--- config.mk ---
export PLATFORM = sky130hd
export DESIGN_NAME = fetch_unit_flat
export DESIGN_NICKNAME = d
export VERILOG_FILES = /design/src/rtl/fetch_unit_if.sv /design/src/rtl/fetch_unit.sv /design/src/flat_wrapper.sv
export SDC_FILE = /design/constraint.sdc
export NUM_CORES = 1
export LEC_CHECK = 0
export ABC_AREA = 1
export CORE_ASPECT_RATIO = 1.1
export CORE_MARGIN = 2
export CORE_UTILIZATION = 48
export CTS_CLUSTER_DIAMETER = 60
export DETAILED_ROUTE_END_ITERATION = 12
export GPL_ROUTABILITY_DRIVEN = 0
export PLACE_DENSITY = 0.84
export RECOVER_POWER = 25
export SYNTH_ARGS = -nofsm -noshare
export SYNTH_HDL_FRONTEND = slang
export SYNTH_SLANG_ARGS = --single-unit
--- constraint.sdc ---
create_clock -name clk -period 3 [get_ports clk]
set_input_delay 0.45 -clock clk [delete_from_list [all_inputs] [get_ports clk]]
set_output_delay 0.45 -clock clk [all_outputs]
set_load 0.01 [all_outputs]
--- src/rtl/fetch_unit_if.sv ---
// fetch_unit_if -- instruction-memory request/response bus.
//   imem_req   : one-cycle request strobe (fetch unit -> memory)
//   imem_addr  : fetch address, valid with imem_req (fetch unit -> memory)
//   imem_ack   : one-cycle response strobe (memory -> fetch unit)
//   imem_rdata : instruction word, valid with imem_ack (memory -> fetch unit)
// master: fetch side. slave: memory side.
interface fetch_unit_if #(
    parameter int unsigned LEN = 32
);
    logic           imem_req;
    logic [LEN-1:0] imem_addr;
    logic           imem_ack;
    logic [LEN-1:0] imem_rdata;

    modport master (
        output imem_req,
        output imem_addr,
        input  imem_ack,
        input  imem_rdata
    );

    modport slave (
        input  imem_req,
        input  imem_addr,
        output imem_ack,
        output imem_rdata
    );
endinterface

--- src/rtl/fetch_unit.sv ---
// fetch_unit -- single-outstanding-request instruction fetch stage.
// Issues one request per fetch, presents the returned word to IF/ID either
// combinationally on the ack cycle or from a hold buffer while stalled, and
// drops in-flight or buffered words on a redirect.
// Ports:
//   clk, reset          : clock, synchronous active-high reset
//   stall               : hazard stall (shared with IF/ID register)
//   redirect/redirect_pc: taken branch/jump and its target
//   imem                : instruction-memory bus (master side)
//   next_inced_pc       : PC+4 of presented instruction, 0 when none
//   next_instruction    : presented instruction, 0 when none
//   fetch_valid         : next_instruction holds a real fetched word
module fetch_unit #(
    parameter int unsigned    LEN      = 32,
    parameter logic [LEN-1:0] RESET_PC = '0
) (
    input  logic           clk,
    input  logic           reset,
    input  logic           stall,
    input  logic           redirect,
    input  logic [LEN-1:0] redirect_pc,
    fetch_unit_if.master   imem,
    output logic [LEN-1:0] next_inced_pc,
    output logic [LEN-1:0] next_instruction,
    output logic           fetch_valid
);

    typedef enum logic [1:0] {
        ST_IDLE,
        ST_WAIT,
        ST_HOLD,
        ST_DISCARD
    } state_t;

    state_t         state_q, state_d;
    logic [LEN-1:0] pc_q, pc_d;
    logic [LEN-1:0] buf_q, buf_d;
    logic [LEN-1:0] pc_inc;

    // Wraps modulo 2^LEN by construction.
    assign pc_inc = pc_q + LEN'(4);

    // State register
    always_ff @(posedge clk) begin
        if (reset) begin
            state_q <= ST_IDLE;
            pc_q    <= RESET_PC;
            buf_q   <= '0;
        end else begin
            state_q <= state_d;
            pc_q    <= pc_d;
            buf_q   <= buf_d;
        end
    end

    // Next-state logic
    always_comb begin
        state_d = state_q;
        pc_d    = pc_q;
        buf_d   = buf_q;
        unique case (state_q)
            ST_IDLE: begin
                // A stray ack here is ignored; only redirect matters.
                if (redirect) pc_d = redirect_pc;
                else          state_d = ST_WAIT;
            end
            ST_WAIT: begin
                if (redirect) begin
                    pc_d    = redirect_pc;
                    state_d = imem.imem_ack ? ST_IDLE : ST_DISCARD;
                end else if (imem.imem_ack) begin
                    if (stall) begin
                        buf_d   = imem.imem_rdata;
                        state_d = ST_HOLD;
                    end else begin
                        pc_d    = pc_inc;
                        state_d = ST_IDLE;
                    end
                end
            end
            ST_HOLD: begin
                // Redirect wins over stall and drops the buffered word.
                if (redirect) begin
                    pc_d    = redirect_pc;
                    state_d = ST_IDLE;
                end else if (!stall) begin
                    pc_d    = pc_inc;
                    state_d = ST_IDLE;
                end
            end
            ST_DISCARD: begin
                if (redirect)       pc_d    = redirect_pc;
                if (imem.imem_ack)  state_d = ST_IDLE;
            end
            default: state_d = ST_IDLE;
        endcase
    end

    // Output logic
    always_comb begin
        imem.imem_req    = 1'b0;
        imem.imem_addr   = pc_q;
        fetch_valid      = 1'b0;
        next_instruction = '0;
        next_inced_pc    = '0;
        if (!reset) begin
            unique case (state_q)
                ST_IDLE: imem.imem_req = !redirect;
                ST_WAIT: begin
                    // Ack passes straight through to IF/ID when nothing blocks it.
                    if (imem.imem_ack && !redirect && !stall) begin
                        fetch_valid      = 1'b1;
                        next_instruction = imem.imem_rdata;
                        next_inced_pc    = pc_inc;
                    end
                end
                ST_HOLD: begin
                    if (!redirect) begin
                        fetch_valid      = 1'b1;
                        next_instruction = buf_q;
                        next_inced_pc    = pc_inc;
                    end
                end
                default: ;
            endcase
        end
    end

endmodule

--- src/flat_wrapper.sv ---
// flat-port wrapper written by rule: the top's interface ports become plain ports
module fetch_unit_flat 
#(
    parameter int unsigned    LEN      = 32,
    parameter logic [LEN-1:0] RESET_PC = '0
)
  (clk, reset, stall, redirect, redirect_pc, next_inced_pc, next_instruction, fetch_valid, imem_imem_req, imem_imem_addr, imem_imem_ack, imem_imem_rdata);
  fetch_unit_if #(.LEN(LEN)) imem_i ();
  input  logic clk;
  input  logic reset;
  input  logic stall;
  input  logic redirect;
  input  logic [LEN-1:0] redirect_pc;
  output logic [LEN-1:0] next_inced_pc;
  output logic [LEN-1:0] next_instruction;
  output logic fetch_valid;
  output wire logic [$bits(imem_i.imem_req)-1:0] imem_imem_req;
  output wire logic [$bits(imem_i.imem_addr)-1:0] imem_imem_addr;
  input wire logic [$bits(imem_i.imem_ack)-1:0] imem_imem_ack;
  input wire logic [$bits(imem_i.imem_rdata)-1:0] imem_imem_rdata;
  assign imem_imem_req = imem_i.imem_req;
  assign imem_imem_addr = imem_i.imem_addr;
  assign imem_i.imem_ack = imem_imem_ack;
  assign imem_i.imem_rdata = imem_imem_rdata;
  fetch_unit #(.LEN(LEN), .RESET_PC(RESET_PC)) u_core (.clk(clk), .reset(reset), .stall(stall), .redirect(redirect), .redirect_pc(redirect_pc), .imem(imem_i), .next_inced_pc(next_inced_pc), .next_instruction(next_instruction), .fetch_valid(fetch_valid));
endmodule
; Yosys cells after proc, flatten, opt, wreduce, memory -nomap -nowiden
; Index checks and enable logic that the tools add are counted.
[op_classes]
add_sub_neg = 1
mul = 0
div = 0
n_lt_le_gt_ge = 0
n_eq_ne = 8
shift = 0
muxes = 29
bitwise = 1
n_reduce_logical = 9
[ops]
columns = op, n
row1 = $mux W32, 11
row2 = $pmux W32 S2, 2
row3 = $pmux W32 S3, 1
row4 = $add A32 B3 Y32 const B, 1
row5 = $mux W2, 8
row6 = $pmux W2 S4, 1
row7 = $reduce_and A4 Y1, 2
row8 = $ne A3 B3 Y1 const B, 2
row9 = $mux W1, 5
row10 = $eq A2 B2 Y1 const B, 2
row11 = $ne A2 B2 Y1 const B, 2
row12 = $eq A2 B1 Y1 const B, 1
row13 = $logic_and A1 B1 Y1, 2
row14 = $logic_not A1 Y1, 2
row15 = $logic_not A2 Y1, 1
row16 = $ne A2 B1 Y1 const B, 1
row17 = $pmux W1 S2, 1
row18 = $reduce_and A2 Y1, 1
row19 = $reduce_or A2 Y1, 1
row20 = $not A1 Y1, 1
[word_totals]
ff_bits = 66
latchBits = 0
ramBits = 0
rom_bits = 0
out_inout_bits = 98
wordCells = 51
mem_count = 0

; Longest topological paths before layout
; Gate-level depths: netlist (run 1).
[depth]
word_depth = 6
mapped_depth = 9

; Worst setup path before layout (run 1)
; OpenSTA, ideal clock, no wires.
[synth_path]
path_kind = register -> output
start = register u_core.state_q[0]
end = output port next_inced_pc[12]
arrival_time_ns = 1.563
required_time_ns = 2.550
path_slack_ns = 0.987
path_stages_with_launch = 10
path_buffers = 1
cell_sequence = dfxtp_1 > inv_1 > ha_1 > inv_1 > nor2_1 > inv_1 > a21oi_2 > inv_2 > clkbuf_1 > nor2_1
[synth_via]
elab_chain_cells = 3
[synth_lines]
columns = item, line
row1 = start: declaration, fetch_unit.sv:35  ; state_t state_q, state_d;
row2 = start signal: assignment, fetch_unit.sv:50  ; state_q <= state_d;
row3 = $eq A2 B2 Y1 / $eq A2 B1 Y1 (equally long branches), fetch_unit.sv:107  ; unique case (state_q)
row4 = $pmux W32 S2 *, fetch_unit.sv:107
row5 = $mux W32 *, fetch_unit.sv:106  ; if (!reset) begin
row6 = end: declaration, flat_wrapper.sv:14  ; output logic [LEN-1:0] next_inced_pc;
; Every way passes the cells marked *; elsewhere a longest branch is shown, timed or not.

; Worst setup path in the final report (run 1)
[layout_path]
start = register u_core.pc_q[3] (netlist: u_core.imem.imem_addr[3])
end = output port next_inced_pc[24]
[layout_via]
elab_chain_cells = 4
[layout_lines]
columns = item, line
row1 = start: declaration, fetch_unit.sv:36  ; logic [LEN-1:0] pc_q, pc_d;
row2 = start signal: assignment, fetch_unit.sv:51  ; pc_q <= pc_d;
row3 = $add A32 B3 Y32 *, fetch_unit.sv:41  ; assign pc_inc = pc_q + LEN'(4);
row4 = $mux W32 (on tied branches), "fetch_unit.sv:118, fetch_unit.sv:111"
row5 = $pmux W32 S2 *, fetch_unit.sv:107
row6 = $mux W32 *, fetch_unit.sv:106
; Marks and branches as above.

==> results of run 1 <==
report_power, final:
part           internal [mW]  leakage, nW  switching (mW)
sequential              1.01        0.542           0.163
clock                  0.421       0.0946           0.339
combinational          0.455         2.20           0.662
total                   1.88         2.84            1.16
worst max-delay path, delay by kind of cell, from the launching register on:
family	cells	cell delay (ns)
fa+ha+maj	1	0.24
buf+inv	1	0.54
flops	1	0.38
simple gates	8	0.88
how the worst max path moves through the flow:
stage                                                from                  end  slack [ns]  depth (start not counted)
finish              u_core.imem.imem_addr[3]$_SDFFE_PP0P_    next_inced_pc[24]        0.17                         10
global route                                imem_imem_ack  next_instruction[5]        0.01                          9
CTS                 u_core.imem.imem_addr[3]$_SDFFE_PP0P_    next_inced_pc[24]        0.02                         10
detailed placement                               redirect    next_inced_pc[20]       0.005                          7
global placement                            imem_imem_ack  next_instruction[9]        0.15                          9
floorplan                  u_core.state_q[0]$_SDFFE_PP0P_    next_inced_pc[12]        0.99                          9
Yosys cell counts:
cell type,n
nand2_1,181
xnor2_1,5
nand4_1,3
inv_2,4
o21bai_1,4
nand3_2,1
clkbuf_4,2
buf_4,1
buf_2,18
a31oi_1,1
o21ai_0,65
a21oi_1,91
nor2_1,134
nand2_2,6
dfxtp_1,66
or2_2,2
nor2_2,4
nor2_4,7
a21oi_2,1
ha_1,6
nor3_1,1
clkbuf_1,14
nand3_1,35
nor3_4,1
a211oi_2,1
o211ai_1,3
xor2_1,3
nand2_4,2
o21ai_1,1
inv_1,48
clkinv_1,1
what timing repair did:
action | 4_1_cts | 5_1_grt
setup endpoints to repair | 1 | 47
setup buffers | 0 | 1
gates resized for setup | 1 | 32
flip-flops by register name, summed over array words and instances (netlist names):
register,flops
u_core.imem.imem_addr,32
u_core.buf_q,32
u_core.state_q,2
final cells by class:
class	count	area [um^2]
Timing Repair Buffer	175	1810
Multi-Input combinational cell	558	2603
Tap cell	114	142.6
Sequential cell	66	1325
Fill cell	749	2506
Clock inverter	2	37.54
Clock buffer	12	155.1
Inverter	53	203.9
routing by layer:
layer / vias up / global-route usage (%) / part of all wire, %
met3: 27 / 6.798 / 8.2
met4: 0 / 12.82 / 2.5
met5: - / 0 / 0
li1: 2581 / - / -
met1: 2421 / 33.05 / 38
met2: 252 / 51.98 / 51
logic make-up after synthesis:
family / count (synthesis) / share of synthesized area [%]
xor+xnor: 8 / 1.637
simple gates: 377 / 37.01
flops: 66 / 30.87
buf+inv: 88 / 8.506
fa+ha+maj: 6 / 1.754
compound gates: 167 / 20.23
==> reports/metrics.cfg, run 1 <==
[outcome]
status = finished, final reports clean

[timing]
hold_viol_final = 0
worst_slew_pin_slew_ns = 1.034
tns_ns = 0
setup_viol_count_final = 0
hold_ws_ns = 0.4887
setup_ws_ns = 0.1675
max-slew-margin-rel_pct = 31.02
min_period_over_period_pct = 94.42
max_freq_ghz = 0.3530
rsz0062_at_grt = false
post-route-min-period_ns = 2.832
slew_violations = 0
fin_worst_skew_ns = 0.009803

[placement]
io_buffers = 166
dp_hpwl_um = 10460
dp_slack_ns = 0.005062
place_area_um2 = 6017
post-place-cells = 965

[synthesis]
synth.top_cell.area_share_pct = 30.87
synth.distinct_cells = 31
syn_nets = 787
synth.area.top_cells = dfxtp_1, nand2_1, nor2_1
ys_seq_area_share_pct = 30.87
synth_area_um2 = 4280
synthesis.yosys.warnings = 0
synth_top_cell_by_area = dfxtp_1
syn_inst = 712
syn_avg_cell_area_um2 = 6.012
synth_seq_cells = 66

[critical_path]
slowest_delay_ns = 0.54
cp.arrival_ns = 2.38
r2r-end = u_core.imem.imem_addr[18]$_SDFFE_PP0P_
r2r_cells = 8
crit_top_cell = nand2_1
crit_path_end_kind = primary output
crit_chain = ha_2 -> nand2_2 -> nor2_4 -> nand2_1 -> nor2_2 -> nand2_1 -> nand2_1 -> nand2_1 -> nor2_1 -> clkdlybuf4s50_1
startpoint_type = flop
setup.worst_path.class = flop to primary output
required_ns = 2.55
reg2reg_from = u_core.state_q[1]$_SDFFE_PP0P_
crit_path_max_fanout = 5
slowest_stage = clkdlybuf4s50_1
r2r_setup_slack_ns = 0.73

[cells_and_area]
drive_gt1_share_pct = 6.120
layout_commonest_cell = nand2_1
fin_nets = 938
num_antenna_cells = 0
layout_common_cells = nand2_1, nor2_1, clkdlybuf4s50_1, a21oi_1, o21ai_0
stdcell_count = 980
post-route-util_pct = 71.47
fin_area_um2 = 6277
syn_to_final_growth_pct = 46.65

[clock_network]
clk_pin_slew_ns = 0.07
cts_tree = yes
cts_root_buf = clkbuf_8
clkSinkCount = 66
htreeDepth = 3
clk_latency_ns = 0.35
cts_buffers = 9
hold_buffers = 0
clockBufferDepth = 2

[power]
p_leak_nw = 2.836
peakVddDrop_uv = 328.4
power_density_nw_per_um2 = 485.0
p_total_mw = 3.045

[floorplan]
core_um2 = 8783
start_util_pct = 48.73
chipWidth_um = 94.04
die_y_um = 103.0
io_pins = 167
die_area_um2 = 9689
rows = 36

[route]
dr.pass1.iters = 5
avgViaCountPerCell = 5.389
detail-route-antenna-nets = 0
routed_wl_um = 14450
drt_iter0_markers = 238
vias = 5281
wire_per_inst_um = 14.75
route.detailed.drc = 0

[job]
cap_violations = 0

[global_routing]
grt_max_degree = 47
grtUsageTotal_pct = 29.06
overflow = 0
grt_first_pass_wirelength_um = 22480
first_global_vias = 4883
antenna_found_initial = 0

[worst_hold_path]
hold_depth = 2
worstHoldStart = u_core.imem.imem_addr[0]$_SDFFE_PP0P_
hp-class = flop to flop
whs_endpoint = u_core.imem.imem_addr[0]$_SDFFE_PP0P_

Power figures use the tool's default switching activity.
==> run 2, diff against run 1 <==
Settings changed: CELL_PAD_IN_SITES_DETAIL_PLACEMENT from default to 0, CELL_PAD_IN_SITES_GLOBAL_PLACEMENT from default to 2, CORE_UTILIZATION 48 to 23, CTS_CLUSTER_DIAMETER 60 to 30, PLACE_DENSITY 0.84 to 0.82.
==> run 2 against run 1 <==
Net effect:
- setup slack worse by 0.022 ns
- clock power is 68% higher
- via count is 6.8% lower
- fmax is 0.77% lower
- routed wire length is 15% higher
- sequential power hardly changed
- clock-buffer cell count is 1 lower
- critical endpoint is now next_instruction[25]
- largest cell class unchanged
- largest power group is now clock
==> reports/metrics.cfg, run 2 (synthesis results as in run 1) <==
[timing]
setup_viol_count_final = 0  ; unchanged
setup_ws_ns = 0.1455  ; -0.02201 ns
rsz0062_at_grt = true
worst_slew_pin_slew_ns = 1.285  ; +0.2516 ns
min_period_over_period_pct = 95.15  ; +0.73 points
fin_worst_skew_ns = 0.008942  ; -0.0008618 ns
hold_viol_final = 0  ; unchanged
max-slew-margin-rel_pct = 14.32  ; -17 points
post-route-min-period_ns = 2.854  ; +0.02201 ns
slew_violations = 0  ; unchanged
max_freq_ghz = 0.3503  ; -0.77%
hold_ws_ns = 0.4706  ; -0.01805 ns

[clock_network]
cts_buffers = 9  ; unchanged
clockBufferDepth = 2  ; unchanged
cts_root_buf = clkbuf_16
cts_tree = yes
clk_latency_ns = 0.34  ; about the same
htreeDepth = 3  ; unchanged
clk_pin_slew_ns = 0.06  ; about the same
clkSinkCount = 66  ; unchanged

[route]
dr.pass1.iters = 6  ; +1
vias = 4921  ; -6.8%
avgViaCountPerCell = 4.394  ; -18%
wire_per_inst_um = 14.84  ; +0.61%
routed_wl_um = 16620  ; +15%
drt_iter0_markers = 217  ; -8.8%
detail-route-antenna-nets = 0  ; unchanged
route.detailed.drc = 0  ; unchanged

[placement]
dp_hpwl_um = 12090  ; +16%
dp_slack_ns = 0.1012  ; +0.09613 ns
io_buffers = 166  ; unchanged

[cells_and_area]
layout_commonest_cell = nand2_1
syn_to_final_growth_pct = 54.31
fillCellCount = 2019  ; +170%
layout_common_cells = nand2_1, clkdlybuf4s50_1, nor2_1, a21oi_1
fin_nets = 946  ; +0.85%
drive_gt1_share_pct = 7.192  ; +1.1 points

[global_routing]
grt_max_degree = 36  ; -23%
overflow = 0  ; unchanged
grtUsageTotal_pct = 17.01  ; -12 points
antenna_found_initial = 1  ; +1
grt_first_pass_wirelength_um = 26360  ; +17%
first_global_vias = 4920  ; +0.76%

[floorplan]
start_util_pct = 23.33  ; -25 points
core_um2 = 18350  ; +110%
die_area_um2 = 19720  ; +100%
die_y_um = 147.1  ; +43%
rows = 52  ; +44%
io_pins = 167  ; unchanged
chipWidth_um = 134.1  ; +43%

[power]
power_density_nw_per_um2 = 546.1  ; +13%
peakVddDrop_uv = 307.9  ; -6.2%
p_leak_nw = 2.506  ; -12%

[outcome]
status = finished, final reports clean

[job]
cap_violations = 0  ; unchanged

[critical_path]
startpoint_type = input port
crit_path_max_fanout = 32  ; +27
cp.arrival_ns = 2.40  ; +0.02 ns
setup.worst_path.class = input port to primary output
required_ns = 2.55  ; about the same
crit_path_end_kind = primary output

[worst_hold_path]
hp-class = flop to flop

run 2: cell count changes in the layout (fill, tap and decap cells not counted), sizes merged:
cell / previous run / this run
clkdlybuf4s50: 108 / 136
dlymetal6s2s: 25 / 0
buf: 7 / 15
dlygate4sd3: 33 / 30
bufinv: 1 / 3
clkbuf: 14 / 12
clkinv: 1 / 3
clkinvlp: 1 / 0
diode: 0 / 1
dlymetal6s4s: 0 / 1
run 2: final timing paths:
kind	start	end	slack [ns]	cells after the start
setup / recovery	imem_imem_ack	next_instruction[25]	0.15	9
hold / removal	u_core.imem.imem_addr[1]$_SDFFE_PP0P_	u_core.imem.imem_addr[1]$_SDFFE_PP0P_	0.47	2
setup reg to reg	u_core.state_q[0]$_SDFFE_PP0P_	u_core.imem.imem_addr[2]$_SDFFE_PP0P_	1.00	9
hold reg to reg	u_core.imem.imem_addr[1]$_SDFFE_PP0P_	u_core.imem.imem_addr[1]$_SDFFE_PP0P_	0.47	2
run 2: power breakdown:
group,total (mW),internal (mW),switching (mW)
clock network,1.28,0.855,0.425
logic,1.16,0.472,0.687
registers,1.17,1.01,0.164
total,3.61,2.33,1.28
run 2: routing by layer:
metal  GRT usage (%)  up-vias  routed length, um
met5               0        -                  0
met4           4.158        0                195
met3           5.107       14               1091
met2           29.26      143               7889
met1           20.80     2155               7441
li1                -     2609                  -
run 2: metrics by stage:
step	instances	TNS (ns)	util (%)	instance area (um^2)	total power, mW
floorplan	712	0	-	4280	1.821
detailed placement	1103	0	34.04	6246	2.398
global placement	1103	0	34.04	6246	2.407
global route	1119	-0.008996	35.99	6603	3.851
CTS	1119	0	35.97	6599	3.704
finish	1120	0	36.00	6605	3.607
run 2: area by class of cell:
cell class,instances,area [um^2],share of cell area (%)
Antenna cell,1,2.502,0.03789
Clock buffer,11,252.7,3.826
Clock inverter,5,100.1,1.515
Inverter,53,203.9,3.088
Multi-Input combinational cell,558,2603,39.40
Sequential cell,66,1323,20.02
Tap cell,243,304.0,4.603
Timing Repair Buffer,183,1817,27.51
run 2: worst max-delay path: stages:
cell	delay, ns
clkdlybuf4s50_1	0.52
inv_2	0.05
nor3_1	0.13
nand2_1	0.13
inv_1	0.11
buf_12	0.19
nand2_1	0.07
a21oi_1	0.17
clkdlybuf4s50_1	0.57
run 2: repair_timing:
action                                  in CTS  in global routing
hold buffers                                 0                  0
gates resized for setup                      0                  7
endpoints found under the setup margin       0                 32
setup buffers                                0                  0
==> run 3, diff against run 2 <==
Settings changed: CORE_MARGIN 2 to 1.
==> run 3 against run 2 <==
Net effect:
- global-route usage grew 0.72 points
- setup slack got worse by 0.024 ns
- highest routed layer unchanged
- sequential share of layout area up 0.25 points
- largest cell class unchanged
- largest power group is now sequential cells
- sequential cell count unchanged
==> reports/metrics.cfg, run 3 (synthesis results as in run 1) <==
[floorplan]
io_pins = 167  ; unchanged
rows = 51  ; -1.9%
die_y_um = 145.1  ; -1.4%
core_um2 = 17930  ; -2.3%
start_util_pct = 23.87  ; +0.54 points
die_area_um2 = 19160  ; -2.8%
chipWidth_um = 132.1  ; -1.5%

[power]
power_density_nw_per_um2 = 527.0  ; -3.5%
peakVddDrop_uv = 299.3  ; -2.8%
p_seq_share_pct = 34.1  ; +1.7 points
clockPowerShare_pct = 31.9  ; -3.6 points
internal_power_mw = 2.158  ; -7.4%
p_leak_nw = 2.504  ; about the same
p_switching_mw = 1.287  ; +0.91%
switching_share_pct = 37.36  ; +2.0 points
p_comb_share_pct = 34.0  ; +1.9 points

[job]
cap_violations = 0  ; unchanged

[worst_hold_path]
hp-class = flop to flop
hold_depth = 2  ; unchanged

[critical_path]
cp.depth = 9  ; unchanged
slowest_delay_ns = 0.57  ; about the same
required_ns = 2.55  ; about the same
crit_path_max_fanout = 32  ; unchanged
cp.arrival_ns = 2.43  ; +0.03 ns
crit_path_end_kind = primary output
startpoint_type = input port
critPathTopFamily = buffers and inverters
slowest_stage = clkdlybuf4s50_1
r2r_cells = 8  ; -1
crit_chain = clkdlybuf4s50_1 -> inv_2 -> nor3_1 -> nand2_1 -> inv_1 -> buf_12 -> nand2_1 -> a21oi_2 -> clkdlybuf4s50_1
worst-path-buf-inv = 5  ; unchanged
setup.worst_path.class = input port to primary output

[timing]
hold_ws_ns = 0.4677  ; -0.002912 ns
max-slew-margin-rel_pct = 43.09  ; +29 points
post-route-min-period_ns = 2.879  ; +0.02432 ns
setup_ws_ns = 0.1212  ; -0.02432 ns
setup_viol_count_final = 0  ; unchanged
fin_worst_skew_ns = 0.01042  ; +0.001475 ns
hold_viol_final = 0  ; unchanged
max_freq_ghz = 0.3474  ; -0.84%
min_period_over_period_pct = 95.96  ; +0.81 points
slew_violations = 0  ; unchanged
worst_slew_pin_slew_ns = 0.8537  ; -0.4315 ns

[outcome]
status = finished, final reports clean

[route]
avgViaCountPerCell = 4.469  ; +1.7%
dr.pass1.iters = 5  ; -1
route.detailed.drc = 0  ; unchanged
detail-route-antenna-nets = 0  ; unchanged
wire_per_inst_um = 15.13  ; +2.0%
routed_wl_um = 16820  ; +1.2%
vias = 4970  ; +1.0%
drt_iter0_markers = 135  ; -38%

[cells_and_area]
layout_commonest_cell = nand2_1
drive_gt1_share_pct = 7.437  ; +0.25 points
post-route-util_pct = 36.46  ; +0.46 points
layout_common_cells = nand2_1, clkdlybuf4s50_1, nor2_1, a21oi_1, o21ai_0
syn_to_final_growth_pct = 52.73
fin_nets = 944  ; -0.21%
num_antenna_cells = 0  ; -1

[clock_network]
cts_root_buf = clkbuf_16
hold_buffers = 0  ; unchanged
clkSinkCount = 66  ; unchanged
clockBufferDepth = 2  ; unchanged
clk_latency_ns = 0.34  ; about the same
clk_pin_slew_ns = 0.06  ; about the same
htreeDepth = 3  ; unchanged
cts_tree = yes
cts_buffers = 9  ; unchanged

[global_routing]
grt_use_met3_pct = 5.381  ; +0.27 points
first_global_vias = 4900  ; -0.41%
use_met1_pct = 22.18  ; +1.4 points
antenna_found_initial = 0  ; -1
grt_first_pass_wirelength_um = 26690  ; +1.2%
grtUsageTotal_pct = 17.74  ; +0.72 points
overflow = 0  ; unchanged
grt_max_degree = 43  ; +19%
busiest_layer = met2
grt_use_met2_pct = 28.73  ; -0.53 points

[placement]
dp_hpwl_um = 11980  ; -0.87%
io_buffers = 166  ; unchanged
dp_slack_ns = -0.009819  ; -0.1110 ns

## run 3: changes by cell type in the layout (fill, tap and decap cells not counted), sizes merged, moves of 2 or more
cell,change
clkbuf,+3
bufinv,-2
clkdlybuf4s50,+9
dlygate4sd3,-14
dlymetal6s2s,+5
buf,-3
## run 3: final timing paths
path              slack [ns]                             startpoint                               endpoint
hold / removal          0.47  u_core.imem.imem_addr[1]$_SDFFE_PP0P_  u_core.imem.imem_addr[1]$_SDFFE_PP0P_
hold reg to reg         0.47  u_core.imem.imem_addr[1]$_SDFFE_PP0P_  u_core.imem.imem_addr[1]$_SDFFE_PP0P_
setup reg to reg        0.96         u_core.state_q[1]$_SDFFE_PP0P_          u_core.buf_q[11]$_SDFFE_PP0P_
setup / recovery        0.12                          imem_imem_ack                   next_instruction[28]
## run 3: layer usage
layer	part of all wire (%)	vias up
met5	0	-
met4	2.1	0
met3	7.5	22
met2	45	146
met1	45	2188
li1	-	2614
## run 3: repair_timing
action	CTS	global route
gates resized for setup	2	19
setup buffers	0	0
setup endpoints to repair	6	37
pin swaps	0	1
## run 3: power by group through the flow
stage / logic, mW / registers (mW) / clock network (mW)
floorplan: 0.636 / 1.19 / 0
global placement: 1.21 / 1.19 / 0
detailed placement: 1.20 / 1.19 / 0
CTS: 1.21 / 1.18 / 1.13
global route: 1.31 / 1.20 / 1.17
finish: 1.17 / 1.18 / 1.10
## run 3: metrics by stage
step	setup TNS (ns)	instance area (um^2)	std cells	power (mW)
final	0	6538	1112	3.445
after global routing	-0.01779	6538	1112	3.679
after CTS	0	6515	1112	3.510
after detailed placement	-0.009819	6212	1096	2.397
after global placement	0	6212	1096	2.402
after floorplan	0	4280	712	1.821
## run 3: layout make-up
| class | instances | area, um^2 |
|---|---|---|
| fillers | 1961 | 11390 |
| clock inverters | 4 | 51.30 |
| flip-flops and latches | 66 | 1325 |
| multi-input cells | 558 | 2606 |
| well taps | 238 | 297.8 |
| clock buffers | 12 | 246.5 |
| repair buffers | 181 | 1807 |
| inverters | 53 | 203.9 |
## run 3: worst register-to-register path, stage by stage, from the launching register on
cell      delay [ns]
dfxtp_1         0.34
inv_1           0.10
ha_1            0.23
nand2_1         0.10
nor3_1          0.30
inv_1           0.07
clkbuf_2        0.45
nor2_1          0.27
nor2_1          0.07
